[config.mk]
export PLATFORM = sky130hd
export DESIGN_NAME = sqrt_nr_seq
export DESIGN_NICKNAME = d
export VERILOG_FILES = /design/src/rtl/sqrt_nr_seq.sv
export SDC_FILE = /design/constraint.sdc
export NUM_CORES = 1
export LEC_CHECK = 0
export CAP_MARGIN = 20
export CORE_ASPECT_RATIO = 1.1
export CORE_UTILIZATION = 57
export CTS_CLUSTER_DIAMETER = 200
export DETAILED_ROUTE_END_ITERATION = 7
export PLACE_DENSITY = 0.81
export SYNTH_ARGS = -nofsm -noshare
export SYNTH_HDL_FRONTEND = slang
export SYNTH_SLANG_ARGS = --single-unit
[constraint.sdc]
create_clock -name clk -period 4.07 [get_ports clk]
set_input_delay 0.6105 -clock clk [delete_from_list [all_inputs] [get_ports clk]]
set_output_delay 0.6105 -clock clk [all_outputs]
set_load 0.03 [all_outputs]
[src/rtl/sqrt_nr_seq.sv]
// Sequential non-restoring integer square root: one root bit per clock, start/done handshake.
// Define SQRT_ROUND_EN to add a ROUND state that makes root round-to-nearest (saturating).
module sqrt_nr_seq #(
    parameter int N = 32
) (
    input  logic           clk,
    input  logic           reset,
    input  logic           start,
    input  logic [N-1:0]   number,
    output logic           busy,
    output logic           done,
    output logic [N/2-1:0] root,
    output logic [N/2:0]   remainder
);

    localparam int H  = N / 2;
    localparam int PW = H + 2;
    localparam int CW = $clog2(H);

`ifdef SQRT_ROUND_EN
    typedef enum logic [1:0] {IDLE, RUN, FIX, ROUND} state_t;
`else
    typedef enum logic [1:0] {IDLE, RUN, FIX} state_t;
`endif

    state_t         state_reg, state_next;
    logic [N-1:0]   opnd_reg, opnd_next;
    logic [H-1:0]   q_reg, q_next;
    logic [PW-1:0]  p_reg, p_next;
    logic [CW-1:0]  cnt_reg, cnt_next;
    logic           busy_reg, busy_next;
    logic           done_reg, done_next;
    logic [H-1:0]   root_reg, root_next;
    logic [H:0]     rem_reg, rem_next;

    logic [1:0]     pair;
    logic [PW-1:0]  p_shift;
    logic [PW-1:0]  p_step;
    logic [H:0]     p_fix;

    // p is two's complement; shifting in the next radicand pair is a plain bit concat.
    assign pair    = opnd_reg[N-1:N-2];
    assign p_shift = {p_reg[PW-3:0], pair};
    assign p_step  = p_reg[PW-1] ? (p_shift + {q_reg, 2'b11})
                                 : (p_shift - {q_reg, 2'b01});
    // Once corrected the remainder is non-negative and fits in H+1 bits.
    assign p_fix   = p_reg[H:0] + (p_reg[PW-1] ? {q_reg, 1'b1} : {(H+1){1'b0}});

    always_ff @(posedge clk or posedge reset) begin
        if (reset) begin
            state_reg <= IDLE;
            opnd_reg  <= '0;
            q_reg     <= '0;
            p_reg     <= '0;
            cnt_reg   <= '0;
            busy_reg  <= 1'b0;
            done_reg  <= 1'b0;
            root_reg  <= '0;
            rem_reg   <= '0;
        end else begin
            state_reg <= state_next;
            opnd_reg  <= opnd_next;
            q_reg     <= q_next;
            p_reg     <= p_next;
            cnt_reg   <= cnt_next;
            busy_reg  <= busy_next;
            done_reg  <= done_next;
            root_reg  <= root_next;
            rem_reg   <= rem_next;
        end
    end

    always_comb begin
        state_next = state_reg;
        opnd_next  = opnd_reg;
        q_next     = q_reg;
        p_next     = p_reg;
        cnt_next   = cnt_reg;
        busy_next  = busy_reg;
        done_next  = 1'b0;
        root_next  = root_reg;
        rem_next   = rem_reg;

        case (state_reg)
            IDLE: begin
                if (start) begin
                    opnd_next  = number;
                    q_next     = '0;
                    p_next     = '0;
                    cnt_next   = CW'(H - 1);
                    busy_next  = 1'b1;
                    state_next = RUN;
                end
            end
            RUN: begin
                opnd_next = opnd_reg << 2;
                p_next    = p_step;
                q_next    = {q_reg[H-2:0], ~p_step[PW-1]};
                if (cnt_reg == '0) begin
                    state_next = FIX;
                end else begin
                    cnt_next = cnt_reg - 1'b1;
                end
            end
            FIX: begin
`ifdef SQRT_ROUND_EN
                p_next     = {1'b0, p_fix};
                state_next = ROUND;
`else
                root_next  = q_reg;
                rem_next   = p_fix;
                done_next  = 1'b1;
                busy_next  = 1'b0;
                state_next = IDLE;
`endif
            end
`ifdef SQRT_ROUND_EN
            ROUND: begin
                // Round up when remainder > q, i.e. number is past (q + 0.5)^2.
                if ({1'b0, q_reg} < p_reg[H:0]) begin
                    root_next = (&q_reg) ? q_reg : q_reg + 1'b1;
                end else begin
                    root_next = q_reg;
                end
                rem_next   = p_reg[H:0];
                done_next  = 1'b1;
                busy_next  = 1'b0;
                state_next = IDLE;
            end
`endif
            default: begin
                state_next = IDLE;
            end
        endcase
    end

    assign busy      = busy_reg;
    assign done      = done_reg;
    assign root      = root_reg;
    assign remainder = rem_reg;

endmodule

Word-level counts from Yosys, hierarchy flattened
Cells that the tools add are included.
Storage, ports and cells
  register bits: 107
  input bits: 35
  output and inout port bits: 35
  logic and storage cells: 44
Cells by class
  add/sub/neg operators: 4
  equality and inequality tests: 5
  mux-type cells: 17
  bitwise logic cells: 1
  reductions and logical operators: 8
Operator list (count)
  $pmux W32 S2: 1
  $mux W18: 2
  $pmux W18 S2: 1
  $mux W32: 1
  $pmux W16 S2: 1
  $add A18 B18 Y18: 1
  $sub A18 B18 Y18: 1
  $add A17 B17 Y17: 1
  $mux W17: 1
  $mux W16: 1
  $mux W4: 2
  $pmux W4 S2: 1
  $ne A2 B2 Y1 const B: 3
  $reduce_and A2 Y1: 3
  $logic_not A4 Y1: 1
  $mux W2: 2
  $pmux W2 S2: 1
  $reduce_bool A2 Y1: 2
  $sub A4 B1 Y4 const B: 1
  $reduce_and A3 Y1: 1
  $eq A2 B1 Y1 const B: 1
  $eq A2 B2 Y1 const B: 1
  $logic_not A2 Y1: 1
  $mux W1: 2
  other kinds (2): 2

Longest topological paths before layout
  word-level depth: 4
  depth in mapped cells: 10
  gate-level depth less buffers: 9

Least setup slack after synthesis
OpenSTA, ideal clock, no wires.
  path kind: register to register
  from: register p_reg[17]
  to: register p_reg[17]
  library setup time: 0.124 ns
  arrival time: 2.470 ns
  data required time: 3.946 ns
  slack: 1.476 ns
  cell stages (with the launch flop): 10
  path buffers: 0
  period minus slack after synthesis: 2.594 ns
  cells stage by stage: dfrtp_1 ha_1 inv_1 ha_1 o211ai_1 o21ai_2 o311ai_4 o21ai_2 mux2_4 a211o_1
Between the ends
  longest elaborated chain between the ends: 2
RTL lines
  start, declared: RTL line 29  | logic [PW-1:0] p_reg, p_next;
  start signal, assigned: RTL line 64  | p_reg <= p_next;
  $mux W18: RTL line 44  | assign p_step = p_reg[PW-1] ? (p_shift + {q_reg, 2'b11})
  $pmux W18 S2: RTL line 84  | case (state_reg)
Every way passes these cells.
A chain may end at the register's enable or synchronous reset.

Final worst setup path
Ends and elaborated chain as after synthesis.

==> impl_summary.log <==
INFO  metric cp_data_required_time = 4.36 ns
INFO  metric cp_max_fo = 18
INFO  metric yosys_warnings = 0
INFO  metric timing.critical_path.cells = ha_1 -> inv_1 -> ha_1 -> o211ai_1 -> o21ai_2 -> o311ai_4 -> o21ai_2 -> mux2_4 -> a211o_1
INFO  metric ranking_of_synthesized_cells_by_instance_count = nand2_1 (127), dfrtp_1 (107), o21ai_0 (66)
INFO  metric max_freq = 0.340 GHz
INFO  metric detailedRoute.firstIterationViolations = 270
INFO  metric synth-edff-count = 0
INFO  metric cts.clk_slew.worst_paths = 0.11 ns
INFO  metric worst_clock_skew = ~0.011 ns
INFO  metric synth_sequential_area_ratio = between 40 and 50%
INFO  metric worst_margin_slew = just over 1 ns
INFO  metric first_pass_iters = 4
INFO  metric rsz0062_at_grt = false
INFO  metric netSwitchingFraction = between 40 and 50%
INFO  metric layout-drive-gt1-share = between 5 and 6%
INFO  metric fp.dieH = 110 µm
INFO  metric clock_tree.root_cell = clkbuf_8
INFO  metric dieArea = ~11,000 µm²
INFO  metric vias = 4,731
INFO  metric mappedNetlistArea = 6020 µm²
INFO  metric power_frac_seq = roughly 28%
INFO  metric post-synth-top-count-cell = nand2_1
INFO  metric setup_violations = 0
INFO  metric postSynth.asyncResetShare = 100%
INFO  metric cts_made_buffers = 9
INFO  metric layoutNonFillerInstCount = between 800 and 900
INFO  metric worstSetupPathType = flip-flop to flip-flop
INFO  metric met3RoutedLength = 588 µm
INFO  metric cts_post_setup_buffers_inserted = 0
INFO  metric highest_layer = met4
INFO  metric io_pins = 70
INFO  metric timing.critical_path.max_delay_family = compound AO/OA/AOI/OAI gates
INFO  metric max-clock-path-buffers = 2
INFO  metric final.hold.worst_slack = about 0.48 ns
INFO  metric largest_register_ff_count = 32
INFO  metric postCtsHoldBufs = 0
INFO  metric min_period = ~2.9 ns
INFO  metric slowest_delay = 0.76 ns
INFO  metric postSynthCellCount = around 640
INFO  metric critical_path_depth = 9
INFO  metric start_util = 59.7%
INFO  metric dpl.hpwl = around 9400 µm
INFO  metric post_synth_main_area_contributors = dfrtp_1 (44%), ha_1 (10%), nand2_1 (7.9%)
INFO  metric placementRows = 38
INFO  metric synth_area_leader_cell = dfrtp_1
INFO  metric met2WireLength = 6400 µm
INFO  metric slew_headroom = a little under a third
INFO  metric routed_wl = 12,800 µm
INFO  metric clock_tree.htree_level_count = 3
INFO  metric maxCapViolCount = 0
INFO  metric setup_ws = around 1.1 ns
INFO  metric number_of_global_route_vias_before_repair = around 4,700
INFO  metric detail_routed_via_count_per_cell = about 5.6
INFO  metric timing_max_transition_violations_final = 0
INFO  metric crit_slowest_cell = dfrtp_1
INFO  metric synthToLayoutAreaGrowth = 16.9%
INFO  metric numPlacedInstances = roughly 800
INFO  metric worstSkewPairLatency = 0.39 ns
INFO  metric global_route_wire_length_before_repair = between 20,000 and 25,000 µm
INFO  metric leakagePower = between 3 and 4 nW
INFO  metric vdd_ir_drop_max = approximately 0.40 mV
INFO  metric ant_nets = 0
INFO  metric globalplace.congestion = 0.897
INFO  metric die_w = between 90 and 100 µm
INFO  metric timing.final.crit_share = between 70% and 80%
INFO  metric fp.coreArea = ~10,000 µm²
INFO  metric yosys.cell_types.count = 53
INFO  metric totalPowerFinal = 6.84 mW
INFO  metric post_cts.resized_instances = 0
INFO  metric antenna-diode-count = 0
INFO  metric layout.nets = 781
INFO  metric cts_tree = built
INFO  metric hold_path_class = flip-flop to flip-flop
INFO  metric netSwitchingPower = around 3.2 mW
INFO  metric drt_drc_violations_left = 0
INFO  metric ff_latch_count_synth = about 110
INFO  metric synth_ff_type = dfrtp_1
INFO  metric synthesized_area_per_cell = around 9.4 µm²
INFO  metric grt_start_max_net_pins = about 110
INFO  metric met1Wirelength = around 5400 µm
INFO  metric clock_sink_count = around 110
INFO  metric total_overflow_reported_by_the_global_router = 0
INFO  metric initial_antenna_violation_count = 0
INFO  metric startpoint_type = flip-flop
INFO  metric worst_hold_stages = 2
INFO  metric n_fill_cell = ~830
INFO  metric comb_power_share = about 63%
INFO  metric arrival_time_of_data_at_the_critical_path_endpoint = ~3.2 ns
INFO  metric dp_slack = 1.15 ns
INFO  metric timing.reg2reg.worst_path_depth = 9
INFO  metric detail_route.wl_per_cell = between 15 and 20 µm
INFO  metric setup_tns = 0 ns
INFO  metric power.internal = 3.61 mW
INFO  metric grt_use_total = around a quarter
INFO  metric share_clk_of_total_power = around a tenth
INFO  metric place.port_buffers = a little under 70
INFO  metric outcome = completed
INFO  metric synth.top_cell.area_share = ~44%
INFO  metric power.density_cell_area = roughly 970 nW/µm²
INFO  metric endpoint_kind = flip-flop
INFO  metric nets_in_the_synthesized_netlist = a little over 700
INFO  metric worstPathBufferInverterCount = 1
INFO  metric hold_viol_final = 0
==> worst paths after layout <==
kind | slack, ns | startpoint | endpoint
max | 1.13 | p_reg[17] | p_reg[17]
min | 0.48 | root[9] | root[9]
max reg2reg | 1.13 | p_reg[17] | p_reg[17]
min reg2reg | 0.48 | root[9] | root[9]
max in group asynchronous | 2.97 | reset | remainder[9]
min in group asynchronous | 0.70 | reset | done
==> routing by layer <==
metal	vias up	global-route usage, %
met3	24	5.72
met5	-	0
met2	119	45.4
met1	2234	30.6
met4	0	9.66
li1	2354	-
==> kinds of logic (layout without fill, tap and decap cells) <==
logic type	after synthesis	count (layout)	share of synthesized area, %
compound gates	176	176	18.6
xor+xnor	27	27	3.93
fa+ha+maj	51	51	10.7
buf+inv	58	121	3.72
flops	107	107	44.5
mux	31	31	5.24
simple gates	187	187	13.2
==> power by group through the flow <==
stage	clock network [mW]	logic [mW]	registers (mW)
6_report	0.636	4.32	1.89
5_1_grt	0.694	4.87	1.94
4_1_cts	0.649	4.31	1.89
3_5_place_dp	0	4.29	1.91
3_3_place_gp	0	4.12	1.88
2_1_floorplan	0	3.24	1.93
==> per-stage QoR <==
stage                     utilization, %  area, µm²
after floorplan                        -       6020
after global placement              67.9       6840
after detailed placement            67.9       6840
after CTS                           69.8       7030
after global routing                69.8       7030
final                               69.8       7030
==> cells in the final DEF (no fill, tap or decap), types with 2 or more instances in the layout <==
| master | n |
|---|---|
| inv_8 | 2 |
| o21ai_2 | 2 |
| and3_1 | 4 |
| inv_1 | 30 |
| or2_2 | 2 |
| nand4_1 | 6 |
| buf_4 | 3 |
| o21bai_1 | 2 |
| a21oi_2 | 2 |
| a32oi_1 | 2 |
| and2_1 | 2 |
| dfrtp_1 | 107 |
| nand2b_1 | 7 |
| a21o_1 | 10 |
| clkbuf_8 | 9 |
| a31oi_1 | 7 |
| o21a_1 | 2 |
| xor2_1 | 12 |
| nand3_1 | 7 |
| clkinv_4 | 2 |
| o21ai_0 | 66 |
| o211ai_1 | 4 |
| a31o_2 | 2 |
| nor2_1 | 17 |
| xnor2_1 | 15 |
| a211oi_1 | 5 |
| nand2_1 | 127 |
| a22o_1 | 16 |
| clkdlybuf4s50_1 | 69 |
| ha_1 | 50 |
| mux2i_1 | 30 |
| o31ai_1 | 2 |
| nor2b_1 | 3 |
| nor3_1 | 5 |
| o21ai_1 | 7 |
| a21oi_1 | 32 |
| a211o_1 | 2 |
| o2111ai_1 | 2 |
==> worst reg2reg max path, stage by stage, from the launching register on <==
cell and delay (ns):
dfrtp_1 0.76, ha_1 0.35, inv_1 0.07, ha_1 0.26, o211ai_1 0.23, o21ai_2 0.14
o311ai_4 0.34, o21ai_2 0.12, mux2_4 0.31, a211o_1 0.26
==> cell type report <==
| cell class | count | area [µm²] | share of cell area (%) |
|---|---|---|---|
| clock inverter | 7 | 70.1 | 0.996 |
| tap | 140 | 175 | 2.49 |
| inverter | 32 | 123 | 1.74 |
| timing repair buffer | 73 | 733 | 10.4 |
| sequential | 107 | 2680 | 38.1 |
| clock buffer | 9 | 124 | 1.76 |
| multi-input combinational | 472 | 3130 | 44.5 |
No activity file was read; power rests on OpenSTA's default activity.
